### src/rtl/tdm_pkg.sv
// Shared types and constants for the 4-slot TDM demultiplexer.
package tdm_pkg;

  typedef enum logic {
    HUNT   = 1'b0,
    LOCKED = 1'b1
  } state_t;

  localparam int unsigned NUM_SLOTS     = 4;
  localparam int unsigned SLOT_BITS     = 2;
  localparam int unsigned DEFAULT_WIDTH = 8;

  function automatic int unsigned bit_cnt_width(input int unsigned width);
    return (width > 2) ? $clog2(width) : 1;
  endfunction

endpackage

### src/rtl/tdm_slot_counter.sv
// Bit/slot position counters for the TDM demux; indices name the next bit to be sampled.
module tdm_slot_counter
  import tdm_pkg::*;
#(
  parameter  int unsigned WIDTH = DEFAULT_WIDTH,
  localparam int unsigned BIT_W = bit_cnt_width(WIDTH)
) (
  input  logic                 clk,
  input  logic                 rst,
  input  logic                 advance,
  input  logic                 restart,
  input  logic                 clear,
  output logic [BIT_W-1:0]     bit_idx,
  output logic [SLOT_BITS-1:0] slot_idx,
  output logic                 bit_wrap,
  output logic                 frame_wrap
);

  always_comb begin
    bit_wrap   = (bit_idx == BIT_W'(WIDTH - 1));
    frame_wrap = bit_wrap && (slot_idx == SLOT_BITS'(NUM_SLOTS - 1));
  end

  // restart means the current sample was slot 0 bit 0, so the next bit is bit 1
  always_ff @(posedge clk) begin
    if (rst || clear) begin
      bit_idx  <= '0;
      slot_idx <= '0;
    end else if (restart) begin
      bit_idx  <= BIT_W'(1);
      slot_idx <= '0;
    end else if (advance) begin
      if (bit_wrap) begin
        bit_idx  <= '0;
        slot_idx <= frame_wrap ? '0 : slot_idx + 1'b1;
      end else begin
        bit_idx <= bit_idx + 1'b1;
      end
    end
  end

endmodule

### src/rtl/tdm_demux4.sv
// Serial 4-slot TDM demultiplexer with frame-sync hunting and lock supervision.
module tdm_demux4
  import tdm_pkg::*;
#(
  parameter int unsigned WIDTH = DEFAULT_WIDTH
) (
  input  logic             clk,
  input  logic             rst,
  input  logic             enable,
  input  logic             din,
  input  logic             frame_sync,
  output logic [WIDTH-1:0] data0,
  output logic [WIDTH-1:0] data1,
  output logic [WIDTH-1:0] data2,
  output logic [WIDTH-1:0] data3,
  output logic             sel1,
  output logic             sel0,
  output logic             frame_valid,
  output logic             sync_err
);

  localparam int unsigned BIT_W = bit_cnt_width(WIDTH);

  state_t                 state;
  logic [WIDTH-1:0]       shift_reg;
  logic [WIDTH-1:0]       staging [NUM_SLOTS];
  logic                   load_pending;

  logic [BIT_W-1:0]       bit_idx;
  logic [SLOT_BITS-1:0]   slot_idx;
  logic                   bit_wrap;
  logic                   frame_wrap;

  logic                   locked;
  logic                   at_start;
  logic                   missed_sync;
  logic                   early_sync;
  logic                   restart;
  logic                   take_bit;
  logic [WIDTH-1:0]       next_word;

  always_comb begin
    locked      = (state == LOCKED);
    at_start    = (bit_idx == '0) && (slot_idx == '0);
    missed_sync = enable && locked && at_start && !frame_sync;
    early_sync  = enable && locked && !at_start && frame_sync;
    // covers both the initial lock from HUNT and a resync on an unexpected sync
    restart     = enable && frame_sync && (!locked || !at_start);
    take_bit    = enable && locked && !missed_sync && !early_sync;
    next_word   = {shift_reg[WIDTH-2:0], din};
  end

  tdm_slot_counter #(
    .WIDTH(WIDTH)
  ) u_counter (
    .clk       (clk),
    .rst       (rst),
    .advance   (take_bit),
    .restart   (restart),
    .clear     (missed_sync),
    .bit_idx   (bit_idx),
    .slot_idx  (slot_idx),
    .bit_wrap  (bit_wrap),
    .frame_wrap(frame_wrap)
  );

  assign sel1 = slot_idx[1];
  assign sel0 = slot_idx[0];

  always_ff @(posedge clk) begin
    if (rst) begin
      state        <= HUNT;
      shift_reg    <= '0;
      load_pending <= 1'b0;
      for (int unsigned i = 0; i < NUM_SLOTS; i++) begin
        staging[i] <= '0;
      end
      data0        <= '0;
      data1        <= '0;
      data2        <= '0;
      data3        <= '0;
      frame_valid  <= 1'b0;
      sync_err     <= 1'b0;
    end else begin
      // Outputs load one edge after the closing bit, independent of enable, so a
      // violation on that edge cannot suppress the completed frame.
      frame_valid  <= load_pending;
      load_pending <= 1'b0;
      if (load_pending) begin
        data0 <= staging[0];
        data1 <= staging[1];
        data2 <= staging[2];
        data3 <= staging[3];
      end

      // A stuck-high sync would otherwise raise sync_err on consecutive samples.
      sync_err <= (missed_sync || early_sync) && !sync_err;

      if (restart) begin
        state     <= LOCKED;
        shift_reg <= {{(WIDTH-1){1'b0}}, din};
      end else if (missed_sync) begin
        state     <= HUNT;
        shift_reg <= '0;
      end else if (take_bit) begin
        shift_reg <= next_word;
        if (bit_wrap) begin
          staging[slot_idx] <= next_word;
        end
        if (frame_wrap) begin
          load_pending <= 1'b1;
        end
      end
    end
  end

endmodule

### config.mk
export PLATFORM = sky130hd
export DESIGN_NAME = tdm_demux4
export DESIGN_NICKNAME = d
export VERILOG_FILES = /design/src/rtl/tdm_pkg.sv /design/src/rtl/tdm_slot_counter.sv /design/src/rtl/tdm_demux4.sv
export SDC_FILE = /design/constraint.sdc
export NUM_CORES = 1
export LEC_CHECK = 0
export BUFFER_PORTS_ARGS = -buffer_cell sky130_fd_sc_hd__clkbuf_2
export CAP_MARGIN = 5
export CORE_UTILIZATION = 60
export CTS_CLUSTER_SIZE = 8
export DETAILED_ROUTE_END_ITERATION = 16
export PLACE_DENSITY = 0.86
export SKIP_CTS_REPAIR_TIMING = 1
export SLEW_MARGIN = 10
export SYNTH_ARGS = -nofsm -noshare
export SYNTH_HDL_FRONTEND = slang
export SYNTH_SLANG_ARGS = --single-unit
### constraint.sdc
create_clock -name clk -period 6.2 [get_ports clk]
set_clock_uncertainty 0.15 [all_clocks]
set_input_delay 1.24 -clock clk [delete_from_list [all_inputs] [get_ports clk]]
set_output_delay 1.24 -clock clk [all_outputs]
set_load 0.03 [all_outputs]
## Word-level counts from Yosys, hierarchy flattened

Memory sizes are Yosys's and may differ from the RTL's. A register that Yosys moved wholly into a read port is not among the register bits.
Cells that the tools add are included.

- $add $sub $neg: 2
- Equality and inequality tests: 2
- Multiplexer cells: 21
- Bitwise operators: 1
- Reduce and logical (&&, ||, !) cells: 31

Operator list:

| cell | count |
|---|---|
| $mux W1 | 17 |
| $logic_and A1 B1 Y1 | 12 |
| $mux W8 | 1 |
| $reduce_or A8 Y1 | 1 |
| $logic_not A1 Y1 | 6 |
| $mux W2 | 2 |
| $reduce_bool A2 Y1 | 2 |
| $reduce_or A4 Y1 | 1 |
| $add A3 B1 Y3 const B | 1 |
| $eq A3 B3 Y1 const B | 1 |
| $logic_not A3 Y1 | 1 |
| $logic_or A1 B1 Y1 | 3 |
| $mux W3 | 1 |
| $reduce_bool A3 Y1 | 1 |
| $reduce_or A3 Y1 | 1 |
| $add A2 B1 Y2 const B | 1 |
| $eq A2 B2 Y1 const B | 1 |
| $logic_not A2 Y1 | 1 |
| $reduce_and A2 Y1 | 1 |
| $reduce_or A2 Y1 | 1 |
| $not A1 Y1 | 1 |

- Register bits after elaboration: 16
- Bits in writable memories: 32
- Bits of input ports: 5
- Output and inout port bits: 36
- Logic and storage cells: 67
- Memories kept: 1

Memories:

| name | depth | bits a word | read ports | clocked after memory_dff | wr ports | line | source |
|---|---|---|---|---|---|---|---|
| staging | 4 | 8 | 4 | 4 | 4 | tdm_demux4.sv:26 | `logic [WIDTH-1:0] staging [NUM_SLOTS];` |

## Logic depth before layout (Yosys ltp)

Gate-level depths: netlist (run 1).

- Depth after elaboration: 14
- Mapped depth: 8
- Depth with buffers taken out: 6

## Hierarchy

A second synthesis (run 1) with hierarchy kept.

- Cell total of the unflattened synthesis: 284
- Area, all modules: 3213.1 um2

Modules (own cells, without submodules):

| module | times used | cells each | area an instance (um2) | seq. area each (um2) |
|---|---|---|---|---|
| tdm_demux4 | 1 | 259 | 2939.1 | 1821.7 |
| tdm_slot_counter | 1 | 25 | 274.0 | 100.1 |

## Worst setup path before layout (run 1)

OpenSTA, ideal clock, no wires.

- Path type: input -> register
- From: in enable
- To: mem staging[2][0] in the netlist's numbering (enable)
- Setup time: 0.375 ns
- Arrival: 2.497 ns
- Required time: 5.675 ns
- Path slack: 3.178 ns
- Cell stages on the path: 5
- Buffers on the path: 1
- Cell sequence: buf_2 and3b_1 mux2_2 nand3_2 o21bai_1

RTL lines:

| element | line | source |
|---|---|---|
| start: declaration | tdm_demux4.sv:9 | `input logic enable,` |
| end: declaration | tdm_demux4.sv:26 |  |

==> results of run 1 <==
==> cells by family (layout without fill, tap and decap cells) <==
| kind of cell | Yosys count | in the layout |
|---|---|---|
| compound gates | 27 | 27 |
| simple gates | 109 | 109 |
| fa+ha+maj | 5 | 5 |
| xor+xnor | 1 | 1 |
| mux | 34 | 34 |
| buf+inv | 21 | 61 |
| flops | 80 | 80 |
==> cell type report <==
type	instances	area, µm²
inverters	5	18.8
well taps	67	83.8
fillers	312	1310
repair buffers	40	200
multi-input cells	176	1090
flip-flops and latches	80	1920
clock inverters	3	90.1
clock buffers	13	139
==> path summary, 6_finish.rpt <==
check / to / cells past startpoint
setup / recovery: staging[2][0]$_SDFFCE_PN0P_ / 5
hold / removal: sync_err$_SDFF_PP0_ / 1
setup reg to reg: staging[2][0]$_SDFFCE_PN0P_ / 6
hold reg to reg: sync_err$_SDFF_PP0_ / 1
==> cells in the mapped netlist <==
cell / count / area share
sky130_fd_sc_hd__a32oi_1: 1 / 0.0028
sky130_fd_sc_hd__clkbuf_1: 6 / 0.0072
sky130_fd_sc_hd__o21ai_0: 4 / 0.0064
sky130_fd_sc_hd__a21oi_1: 4 / 0.0064
sky130_fd_sc_hd__a21o_1: 3 / 0.0072
sky130_fd_sc_hd__a31oi_1: 1 / 0.0020
sky130_fd_sc_hd__ha_1: 5 / 0.020
sky130_fd_sc_hd__and3b_1: 2 / 0.0056
sky130_fd_sc_hd__a211oi_1: 1 / 0.0024
sky130_fd_sc_hd__buf_2: 8 / 0.013
sky130_fd_sc_hd__xnor2_1: 1 / 0.0028
sky130_fd_sc_hd__mux2_2: 1 / 0.0036
sky130_fd_sc_hd__and4b_1: 1 / 0.0032
sky130_fd_sc_hd__buf_6: 2 / 0.0072
sky130_fd_sc_hd__mux2i_1: 32 / 0.10
sky130_fd_sc_hd__a41o_1: 1 / 0.0032
sky130_fd_sc_hd__nor2_1: 68 / 0.082
sky130_fd_sc_hd__nand3_1: 1 / 0.0016
sky130_fd_sc_hd__edfxtp_1: 32 / 0.31
sky130_fd_sc_hd__dfxtp_1: 48 / 0.31
sky130_fd_sc_hd__nand3_2: 3 / 0.0096
sky130_fd_sc_hd__a22oi_1: 1 / 0.0024
sky130_fd_sc_hd__nand2_1: 26 / 0.031
sky130_fd_sc_hd__and3_1: 2 / 0.0040
sky130_fd_sc_hd__or4_1: 1 / 0.0024
sky130_fd_sc_hd__o21bai_1: 3 / 0.0072
sky130_fd_sc_hd__mux2i_4: 1 / 0.0072
sky130_fd_sc_hd__a21oi_2: 8 / 0.022
sky130_fd_sc_hd__nor4_1: 1 / 0.0020
sky130_fd_sc_hd__nand3b_1: 1 / 0.0024
sky130_fd_sc_hd__inv_1: 3 / 0.0036
sky130_fd_sc_hd__nor2b_1: 2 / 0.0040
sky130_fd_sc_hd__inv_2: 2 / 0.0024
sky130_fd_sc_hd__or3_1: 1 / 0.0020
==> metrics by stage <==
stage,area [µm²],std cells,power (mW),utilization
after floorplan,3110,277,0.595,-
after global placement,3310,368,0.599,0.684
after detailed placement,3310,368,0.600,0.684
after CTS,3540,384,1.04,0.731
after global routing,3540,384,1.06,0.731
final,3540,384,1.03,0.731
==> power by group <==
group          total (mW)  internal [mW]  switching, mW
Combinational      0.0272        0.00769         0.0195
Sequential          0.561          0.556        0.00519
Clock               0.442          0.268          0.173
==> worst max-delay path, cell delays in order <==
cell                       delay (ns)
sky130_fd_sc_hd__clkbuf_2        0.16
sky130_fd_sc_hd__and3b_1         0.35
sky130_fd_sc_hd__mux2_2          0.39
sky130_fd_sc_hd__nand3_2         0.21
sky130_fd_sc_hd__o21bai_1        0.62
==> routing by layer <==
layer	routed length (µm)	GRT usage
met1	2460	0.290
met2	2720	0.378
met3	418	0.0786
met4	117	0.105
met5	0	0
==> PnR_summary.wiki, run 1 <==
{| class="wikitable"
! Metric !! Value
|-
| Tightest Pin Transition || 0.982 ns
|-
| Vertical die dimension || roughly 74 µm
|-
| Compound-gate portion of the synthesized area || 0.0627
|-
| Syn_area_per_cell || 11.2 µm²
|-
| Share of the clock period used by the worst path || 0.509
|-
| Most common library cell in the layout ignoring fill and taps || sky130_fd_sc_hd__nor2_1
|-
| RSZ-0062 raised after global routing || no
|-
| Adder-cell share of the synthesized area || 0.0201
|-
| Count of final hold-check violations || 0
|-
| Setup crit end kind || register
|-
| Multiplexer share of the synthesized area || 0.114
|-
| Worst slew margin relative to its limit || 0.346
|-
| Global-route usage over all layers || 0.235
|-
| Critical Path AT || between 2 and 3 ns
|-
| Final setup violation count || 0
|-
| Detail-routed via count per cell || 5.41
|-
| CTS Root Buffer Type || sky130_fd_sc_hd__clkbuf_8
|-
| Post-route worst setup slack || 3.04 ns
|-
| Syn Inst Count || 277
|-
| Routed length per instance || 14.9 µm
|-
| Share of cells above drive strength 1 || 0.215
|-
| Horizontal die dimension || 74.0 µm
|-
| Biggest register || staging
|-
| DR pass1 iterations || 5
|-
| Xor-xnor portion of the synthesized cell area || 0.00281
|-
| Data required time at the worst endpoint || 6.03 ns
|-
| Global-route wire length before repair || 9.21 mm
|-
| Via count of the first global-routing pass || around 1,900
|-
| Minimum period implied by the final worst setup slack || 3.16 ns
|-
| Most frequent cells in the layout || sky130_fd_sc_hd__nor2_1 (68), sky130_fd_sc_hd__dfxtp_1 (47), sky130_fd_sc_hd__clkbuf_2 (40), sky130_fd_sc_hd__mux2i_1 (32), sky130_fd_sc_hd__edfxtp_1 (32)
|-
| Crit start category || input pin
|-
| Area growth from synthesis to final layout || 13.8%
|-
| Leak || ~1.3 nW
|-
| Number of top-level design ports || 41
|-
| Seq/Total Area, Yosys || 0.617
|-
| Mapped Nets || 287
|-
| Worst vdd ir || 0.000159 V
|-
| Number of H-tree levels || 3
|-
| Critical setup path kind || input pin to register
|-
| Setup total negative slack || 0 ns
|-
| Number of flip-flops under the largest register name || 32
|-
| Main combinational cell family by area after synthesis || simple AND/OR/NAND/NOR gates
|-
| Number of warnings reported in the yosys synthesis log || 0
|-
| Residual antenna-violating net count after detailed routing || 0
|-
| Setup slack, reg-to-reg || 3.25 ns
|-
| Hold path start || sync_err$_SDFF_PP0_
|-
| Distinct cells, synth || 34
|-
| Core Box Area || a little under 5000 µm²
|-
| Site row count || 25
|-
| DR iter-0 viols || 130
|-
| Total congestion overflow after global routing || 0
|-
| Antenna cells || 0
|-
| Detailed-route wire length || between 5 and 6 mm
|-
| Hold Worst Slack || 0.272 ns
|-
| Residual DRC || 0
|-
| Number of nets in the final layout || between 300 and 400
|-
| Result of the run || complete, no violations
|-
| Worst Setup Slack post-DPL || 2.71 ns
|-
| FF-to-FF Start || u_counter.slot_idx[0]$_SDFFE_PP0N_
|-
| Sinks on the clock net || 80
|-
| TritonCTS clock tree || done
|-
| Worst setup startpoint || frame_sync
|-
| Number of clock buffers inserted by TritonCTS || 9
|-
| Achievable Freq || 317 MHz
|-
| Kind of path behind the tightest hold check || register to register
|-
| Half-perimeter wire length after placement || around 3.7 mm
|-
| Maximum number of pins on one net before global-route repair || 44
|-
| Placer Congestion || 0.899
|-
| Flip-flop and latch count after synthesis || 80
|-
| Via total after detailed routing || 2,079
|-
| Cell Pwr Density || 291 nW/µm²
|-
| Clock slew at reported path FFs || 0.07 ns
|-
| Max-capacitance violation count || 0
|-
| Combined area of all synthesized cells || 3110 µm²
|-
| Die ar. || 5480 µm²
|-
| Worst Path Max Fanout || 14
|-
| Later-pin clock latency in the skew report || 0.34 ns
|-
| Bufs on Longest Clock Path || 2
|-
| Synth Area in Simple Gates || 0.150
|-
| Antenna violations before repair || 0
|-
| Port-buffer cells || 40
|-
| Initial cell density of the core || 0.642
|-
| Count of final max-slew check failures || 0
|}
(Power assumes the default switching activity.)
==> run 2: changes to the inputs <==
--- a/config.mk
+++ b/config.mk
@@ -7,10 +7,10 @@
 export LEC_CHECK = 0
 export BUFFER_PORTS_ARGS = -buffer_cell sky130_fd_sc_hd__clkbuf_2
 export CAP_MARGIN = 5
-export CORE_UTILIZATION = 60
+export CORE_UTILIZATION = 56
 export CTS_CLUSTER_SIZE = 8
 export DETAILED_ROUTE_END_ITERATION = 16
-export PLACE_DENSITY = 0.86
+export PLACE_DENSITY = 0.82
 export SKIP_CTS_REPAIR_TIMING = 1
 export SLEW_MARGIN = 10
 export SYNTH_ARGS = -nofsm -noshare
==> constraint.sdc (replaced) <==
create_clock -name clk -period 3.2 [get_ports clk]
set_clock_uncertainty 0.15 [all_clocks]
set_input_delay 0.64 -clock clk [delete_from_list [all_inputs] [get_ports clk]]
set_output_delay 0.64 -clock clk [all_outputs]
set_load 0.03 [all_outputs]
==> run 2 against run 1 <==
Against the previous run: final cell count grew 1.8%; die area grew 7.0%; clock power grew 58%; wire length decreased by 2.2%.
==> PnR_summary.wiki, run 2 (synthesis results as in run 1) <==
{| class="wikitable"
! Metric !! Value
|-
| Non-filler instance count after layout || 391 (+1.8%)
|-
| Setup slack, reg-to-reg || 0.62 ns (-2.63 ns)
|-
| Setup total negative slack || 0 ns (unchanged)
|-
| Routed length per instance || 14.3 µm (-3.9%)
|-
| Final core utilization || 0.676 (-0.0548)
|-
| Placer Congestion || 0.873 (-2.9%)
|-
| Result of the run || complete, no violations
|-
| Worst Path Max Fanout || 14 (unchanged)
|-
| Biggest register || staging
|-
| Max-capacitance violation count || 0 (unchanged)
|-
| Detail-routed via count per cell || 5.27 (-2.6%)
|-
| Area growth from synthesis to final layout || 13.7% (about the same)
|-
| Clock slew at reported path FFs || 0.08 ns (about the same)
|-
| Minimum period implied by the final worst setup slack || 2.58 ns
|-
| Count of final hold-check violations || 0 (unchanged)
|-
| Via total after detailed routing || 2,062 (-0.82%)
|-
| Number of flip-flops under the largest register name || 32 (unchanged)
|-
| Detailed-route wire length || 5.59 mm (-2.2%)
|-
| Residual antenna-violating net count after detailed routing || 0 (unchanged)
|-
| Number of top-level design ports || 41 (unchanged)
|-
| Global-route usage over all layers || 0.213 (-0.0219)
|-
| Residual DRC || 0 (unchanged)
|-
| Via count of the first global-routing pass || 1,955 (+3.5%)
|-
| Kind of path behind the tightest hold check || register to register
|-
| Maximum number of pins on one net before global-route repair || 34 (-23%)
|-
| Sinks on the clock net || 80 (unchanged)
|-
| Antenna violations before repair || 0 (unchanged)
|-
| Share of cells above drive strength 1 || 0.237 (+0.0222)
|-
| Later-pin clock latency in the skew report || 0.34 ns (about the same)
|-
| Most common library cell in the layout ignoring fill and taps || sky130_fd_sc_hd__nor2_1
|-
| Achievable Freq || about 390 MHz
|-
| DR iter-0 viols || 121 (-6.9%)
|-
| Crit start category || register
|-
| Global-route wire length before repair || 9.43 mm (+2.4%)
|-
| Antenna cells || 0 (unchanged)
|-
| Most Used Layer, Global Route || met2
|-
| Die ar. || 5860 µm² (+7.0%)
|-
| Vertical die dimension || 76.6 µm (+3.4%)
|-
| Worst slew margin relative to its limit || 0.331 (-0.0149)
|-
| Number of clock buffers inserted by TritonCTS || 9 (unchanged)
|-
| Data required time at the worst endpoint || 3.11 ns (-2.92 ns)
|-
| Site row count || 26 (+4.0%)
|-
| Grt met1 use || 0.276 (-0.0145)
|-
| Met2 usage || 0.330 (-0.0480)
|-
| Initial cell density of the core || 0.595 (-0.0477)
|-
| CTS Root Buffer Type || sky130_fd_sc_hd__clkbuf_8
|-
| Setup crit end kind || register
|-
| Share of the clock period used by the worst path || 0.806
|-
| Leak || 1.29 nW (+0.76%)
|-
| Critical setup path kind || register to register
|-
| Final setup violation count || 0 (unchanged)
|-
| Met3 track demand over resource || 0.0419 (-0.0367)
|-
| Half-perimeter wire length after placement || 3.74 mm (+2.3%)
|-
| Worst vdd ir || 0.000284 V (+79%)
|-
| Critical Path AT || 2.48 ns (-0.51 ns)
|-
| Total placed cells including tap cells || 375 (+1.9%)
|-
| Number of H-tree levels || 3 (unchanged)
|-
| DR pass1 iterations || 5 (unchanged)
|-
| TritonCTS clock tree || done
|-
| Number of nets in the final layout || 326 (+1.2%)
|-
| Total congestion overflow after global routing || 0 (unchanged)
|-
| Bufs on Longest Clock Path || 2 (unchanged)
|-
| RSZ-0062 raised after global routing || no
|-
| Tightest Pin Transition || 1.00 ns (+0.0223 ns)
|-
| Horizontal die dimension || 76.6 µm (+3.4%)
|-
| Core Box Area || 5240 µm² (+8.0%)
|-
| Count of final max-slew check failures || 0 (unchanged)
|-
| Cell Pwr Density || 520 nW/µm² (+79%)
|-
| Most frequent cells in the layout || sky130_fd_sc_hd__nor2_1 (68), sky130_fd_sc_hd__dfxtp_1 (47), sky130_fd_sc_hd__clkbuf_2 (40), sky130_fd_sc_hd__mux2i_1 (32), sky130_fd_sc_hd__edfxtp_1 (32)
|-
| Port-buffer cells || 40 (unchanged)
|}
==> run 2: worst max-delay path: stages (launching register included) <==
cell and delay, ns:
sky130_fd_sc_hd__dfxtp_1 0.45, sky130_fd_sc_hd__inv_1 0.13, sky130_fd_sc_hd__ha_1 0.21, sky130_fd_sc_hd__and3b_1 0.28, sky130_fd_sc_hd__mux2_2 0.46, sky130_fd_sc_hd__nand3_2 0.22, sky130_fd_sc_hd__o21bai_1 0.18, sky130_fd_sc_hd__buf_4 0.19
==> run 2: routing by layer <==
metal / vias to the layer above / part of all wire
met3: 10 / 0.060
met4: 0 / 0.018
met2: 71 / 0.47
met1: 963 / 0.45
li1: 1018 / -
met5: - / 0
==> run 2: final cells by class <==
cell class	instances	area, µm²
Fill cell	399	1700
Clock inverter	4	27.5
Inverter	5	18.8
Sequential cell	80	1920
Tap cell	70	87.6
Timing Repair Buffer	44	230
Multi-Input combinational cell	176	1090
Clock buffer	12	165
==> run 2: path summary, 6_finish.rpt <==
| check | to | startpoint | cells past startpoint |
|---|---|---|---|
| hold reg to reg | sync_err$_SDFF_PP0_ | sync_err$_SDFF_PP0_ | 1 |
| setup reg to reg | staging[2][6]$_SDFFCE_PN0P_ | u_counter.slot_idx[0]$_SDFFE_PP0N_ | 7 |
| setup / recovery | staging[2][6]$_SDFFCE_PN0P_ | u_counter.slot_idx[0]$_SDFFE_PP0N_ | 7 |
| hold / removal | sync_err$_SDFF_PP0_ | sync_err$_SDFF_PP0_ | 1 |
==> run 2: through the flow <==
step	setup slack (ns)	hold WS (ns)	cell area [µm²]	power, mW
3_5_place_dp	0.643	0.261	3350	1.17
4_1_cts	0.634	0.279	3540	1.85
2_1_floorplan	0.507	0.299	3110	1.15
6_report	0.621	0.275	3540	1.84
3_3_place_gp	0.741	0.261	3350	1.16
5_1_grt	0.461	0.306	3540	1.91
==> run 2: power breakdown <==
group	switching [mW]	leakage, nW	internal (mW)
Sequential	0.00977	0.699	1.08
Clock	0.354	0.102	0.346
Combinational	0.0372	0.484	0.0180
Total	0.401	1.29	1.44
==> run 3: changes to the inputs <==
==> constraint.sdc (replaced) <==
create_clock -name clk -period 2.42 [get_ports clk]
set_clock_uncertainty 0.15 [all_clocks]
set_input_delay 0.484 -clock clk [delete_from_list [all_inputs] [get_ports clk]]
set_output_delay 0.484 -clock clk [all_outputs]
set_load 0.03 [all_outputs]
==> run 3 against run 2 <==
Against the previous run: flip-flop and latch count is the same; final cell count rose by 1.3%; via count shrank 2.1%; register-to-register slack got worse by 0.46 ns; sequential power rose by 32%; setup slack got worse by 0.46 ns; largest cell class unchanged; global-route usage decreased by 0.31 points; combinational power grew 37%; first-iteration DRC count decreased by 17%; total power rose by 37%; fmax rose by 14%.
==> PnR_summary.wiki, run 3 (synthesis results as in run 1) <==
{| class="wikitable"
! Metric !! Value
|-
| Setup slack, reg-to-reg || 0.16 ns (-0.46 ns)
|-
| Kind of path behind the tightest hold check || input pin to register
|-
| Worst vdd ir || 0.000373 V (+31%)
|-
| Tightest Pin Transition || 0.544 ns (-0.460 ns)
|-
| Routed length per instance || 14.1 µm (-1.2%)
|-
| Detailed-route wire length || 5.60 mm (about the same)
|-
| Total congestion overflow after global routing || 0 (unchanged)
|-
| Minimum period implied by the final worst setup slack || 2.26 ns (-0.316 ns)
|-
| Detail-routed via count per cell || 5.10 (-3.4%)
|-
| Global-route usage over all layers || 0.210 (-0.00305)
|-
| Share of the clock period used by the worst path || 0.935 (+0.129)
|-
| Hold path start || rst
|-
| Worst reg2reg path endpoint || staging[2][5]$_SDFFCE_PN0P_
|-
| Number of clock buffers inserted by TritonCTS || 9 (unchanged)
|-
| Cell Pwr Density || 698 nW/µm² (+34%)
|-
| Worst Path Max Fanout || 11 (-3)
|-
| Later-pin clock latency in the skew report || 0.34 ns (about the same)
|-
| Core Box Area || 5240 µm² (unchanged)
|-
| Sinks on the clock net || 80 (unchanged)
|-
| Setup crit end kind || register
|-
| TritonCTS clock tree || done
|-
| Share of cells above drive strength 1 || 0.261 (+0.0240)
|-
| FF-to-FF Start || u_counter.slot_idx[0]$_SDFFE_PP0N_
|-
| Crit start category || register
|-
| Biggest register || staging
|-
| Critical Path AT || 2.11 ns (-0.37 ns)
|-
| Number of H-tree levels || 3 (unchanged)
|-
| Leak || 1.32 nW (+2.6%)
|-
| Site row count || 26 (unchanged)
|-
| Number of nets in the final layout || 331 (+1.5%)
|-
| Worst Hold End || sync_err$_SDFF_PP0_
|-
| R2r worst-path depth || 6 (-1)
|-
| Via count of the first global-routing pass || 1,935 (-1.0%)
|-
| Initial cell density of the core || 0.595 (unchanged)
|-
| Fill cells || 380 (-4.8%)
|-
| Die ar. || 5860 µm² (unchanged)
|-
| Final setup violation count || 0 (unchanged)
|-
| Bufs on Longest Clock Path || 2 (unchanged)
|-
| Most common library cell in the layout ignoring fill and taps || sky130_fd_sc_hd__nor2_1
|-
| Global-route wire length before repair || 9.34 mm (-0.95%)
|-
| Non-filler instance count after layout || 396 (+1.3%)
|-
| Count of final hold-check violations || 0 (unchanged)
|-
| Residual DRC || 0 (unchanged)
|-
| Clock slew at reported path FFs || 0.09 ns (about the same)
|-
| DR pass1 iterations || 4 (-1)
|-
| Total placed cells including tap cells || 380 (+1.3%)
|-
| DR iter-0 viols || 101 (-17%)
|-
| Number of flip-flops under the largest register name || 32 (unchanged)
|-
| Horizontal die dimension || 76.6 µm (unchanged)
|-
| Achievable Freq || 442 MHz (+14%)
|-
| Vertical die dimension || 76.6 µm (unchanged)
|-
| Worst Hold Path Cells || 2 (+1)
|-
| Instance area at placement || 3400 µm² (+1.5%)
|-
| Maximum number of pins on one net before global-route repair || 34 (unchanged)
|-
| Worst slew margin relative to its limit || 0.638 (+0.307)
|-
| Placer Congestion || 0.821 (-6.0%)
|-
| Area growth from synthesis to final layout || 15.8%
|-
| Result of the run || complete, no violations
|-
| CTS Root Buffer Type || sky130_fd_sc_hd__clkbuf_8
|-
| Antenna cells || 0 (unchanged)
|-
| Port-buffer cells || 40 (unchanged)
|-
| Residual antenna-violating net count after detailed routing || 0 (unchanged)
|-
| Critical setup path kind || register to register
|-
| Most frequent cells in the layout || sky130_fd_sc_hd__nor2_1 (68), sky130_fd_sc_hd__dfxtp_1 (45), sky130_fd_sc_hd__clkbuf_2 (40), sky130_fd_sc_hd__mux2i_1 (32), sky130_fd_sc_hd__edfxtp_1 (32)
|-
| RSZ-0062 raised after global routing || no
|-
| Data required time at the worst endpoint || 2.27 ns (-0.84 ns)
|-
| Max-capacitance violation count || 0 (unchanged)
|-
| Half-perimeter wire length after placement || 3.82 mm (+2.2%)
|-
| Setup total negative slack || 0 ns (unchanged)
|-
| Antenna violations before repair || 0 (unchanged)
|-
| Count of final max-slew check failures || 0 (unchanged)
|-
| Number of top-level design ports || 41 (unchanged)
|-
| Design Area, Final || 3610 µm² (+1.8%)
|-
| Via total after detailed routing || 2,018 (-2.1%)
|}
[run 3: cell count changes in the layout (fill, tap and decap cells not counted), sizes merged]
cell / previous run / this run
buf: 4 / 9
bufinv: 0 / 1
clkinvlp: 0 / 1
clkinv: 4 / 1
inv: 5 / 6
[run 3: final cells by class]
| cell class | instances | area [µm²] | area share |
|---|---|---|---|
| timing repair buffer | 49 | 268 | 0.0743 |
| tap | 70 | 87.6 | 0.0243 |
| clock inverter | 4 | 51.3 | 0.0142 |
| inverter | 5 | 18.8 | 0.00520 |
| clock buffer | 12 | 155 | 0.0430 |
| sequential | 80 | 1930 | 0.534 |
| multi-input combinational | 176 | 1100 | 0.305 |
[run 3: worst max-delay path by stage]
stage / startpoint / endpoint / slack [ns] / cells past startpoint
3_3_place_gp: frame_sync / staging[0][4]$_SDFFCE_PN0P_ / 0.23 / 5
4_1_cts: u_counter.slot_idx[0]$_SDFFE_PP0N_ / staging[0][1]$_SDFFCE_PN0P_ / 0.15 / 6
5_1_grt: u_counter.slot_idx[0]$_SDFFE_PP0N_ / staging[0][4]$_SDFFCE_PN0P_ / 0.01 / 6
6_report: u_counter.slot_idx[0]$_SDFFE_PP0N_ / staging[2][5]$_SDFFCE_PN0P_ / 0.16 / 6
3_5_place_dp: frame_sync / staging[1][2]$_SDFFCE_PN0P_ / 0.15 / 5
2_1_floorplan: u_counter.slot_idx[0]$_SDFFE_PP0N_ / staging[2][0]$_SDFFCE_PN0P_ / 0.1 / 7
[run 3: routing by layer]
metal / GRT usage / up-vias / routed length, µm
met3: 0.0563 / 7 / 274
met4: 0.0808 / 0 / 66
met5: 0 / - / 0
met2: 0.333 / 48 / 2540
met1: 0.275 / 934 / 2710
li1: - / 1029 / -
[run 3: power breakdown]
group / leakage (nW) / total [mW] / internal (mW) / switching, mW
Combinational: 0.516 / 0.0755 / 0.0261 / 0.0494
Clock: 0.103 / 1.00 / 0.536 / 0.468
Sequential: 0.700 / 1.44 / 1.42 / 0.0126
[run 3: stage by stage]
stage,util,total power [mW],hold slack [ns],setup WS (ns)
after floorplan,-,1.53,0.299,0.0971
after global placement,0.649,1.54,0.262,0.228
after detailed placement,0.649,1.54,0.267,0.151
after CTS,0.688,2.53,0.260,0.154
after global routing,0.688,2.60,0.284,0.0102
final,0.688,2.52,0.276,0.157
[run 3: critical path: stages (launching register included)]
cell                       delay, ns
sky130_fd_sc_hd__dfxtp_2        0.40
sky130_fd_sc_hd__inv_1          0.11
sky130_fd_sc_hd__ha_1           0.20
sky130_fd_sc_hd__and3b_1        0.20
sky130_fd_sc_hd__mux2_2         0.37
sky130_fd_sc_hd__nand3_2        0.13
sky130_fd_sc_hd__o21bai_2       0.36
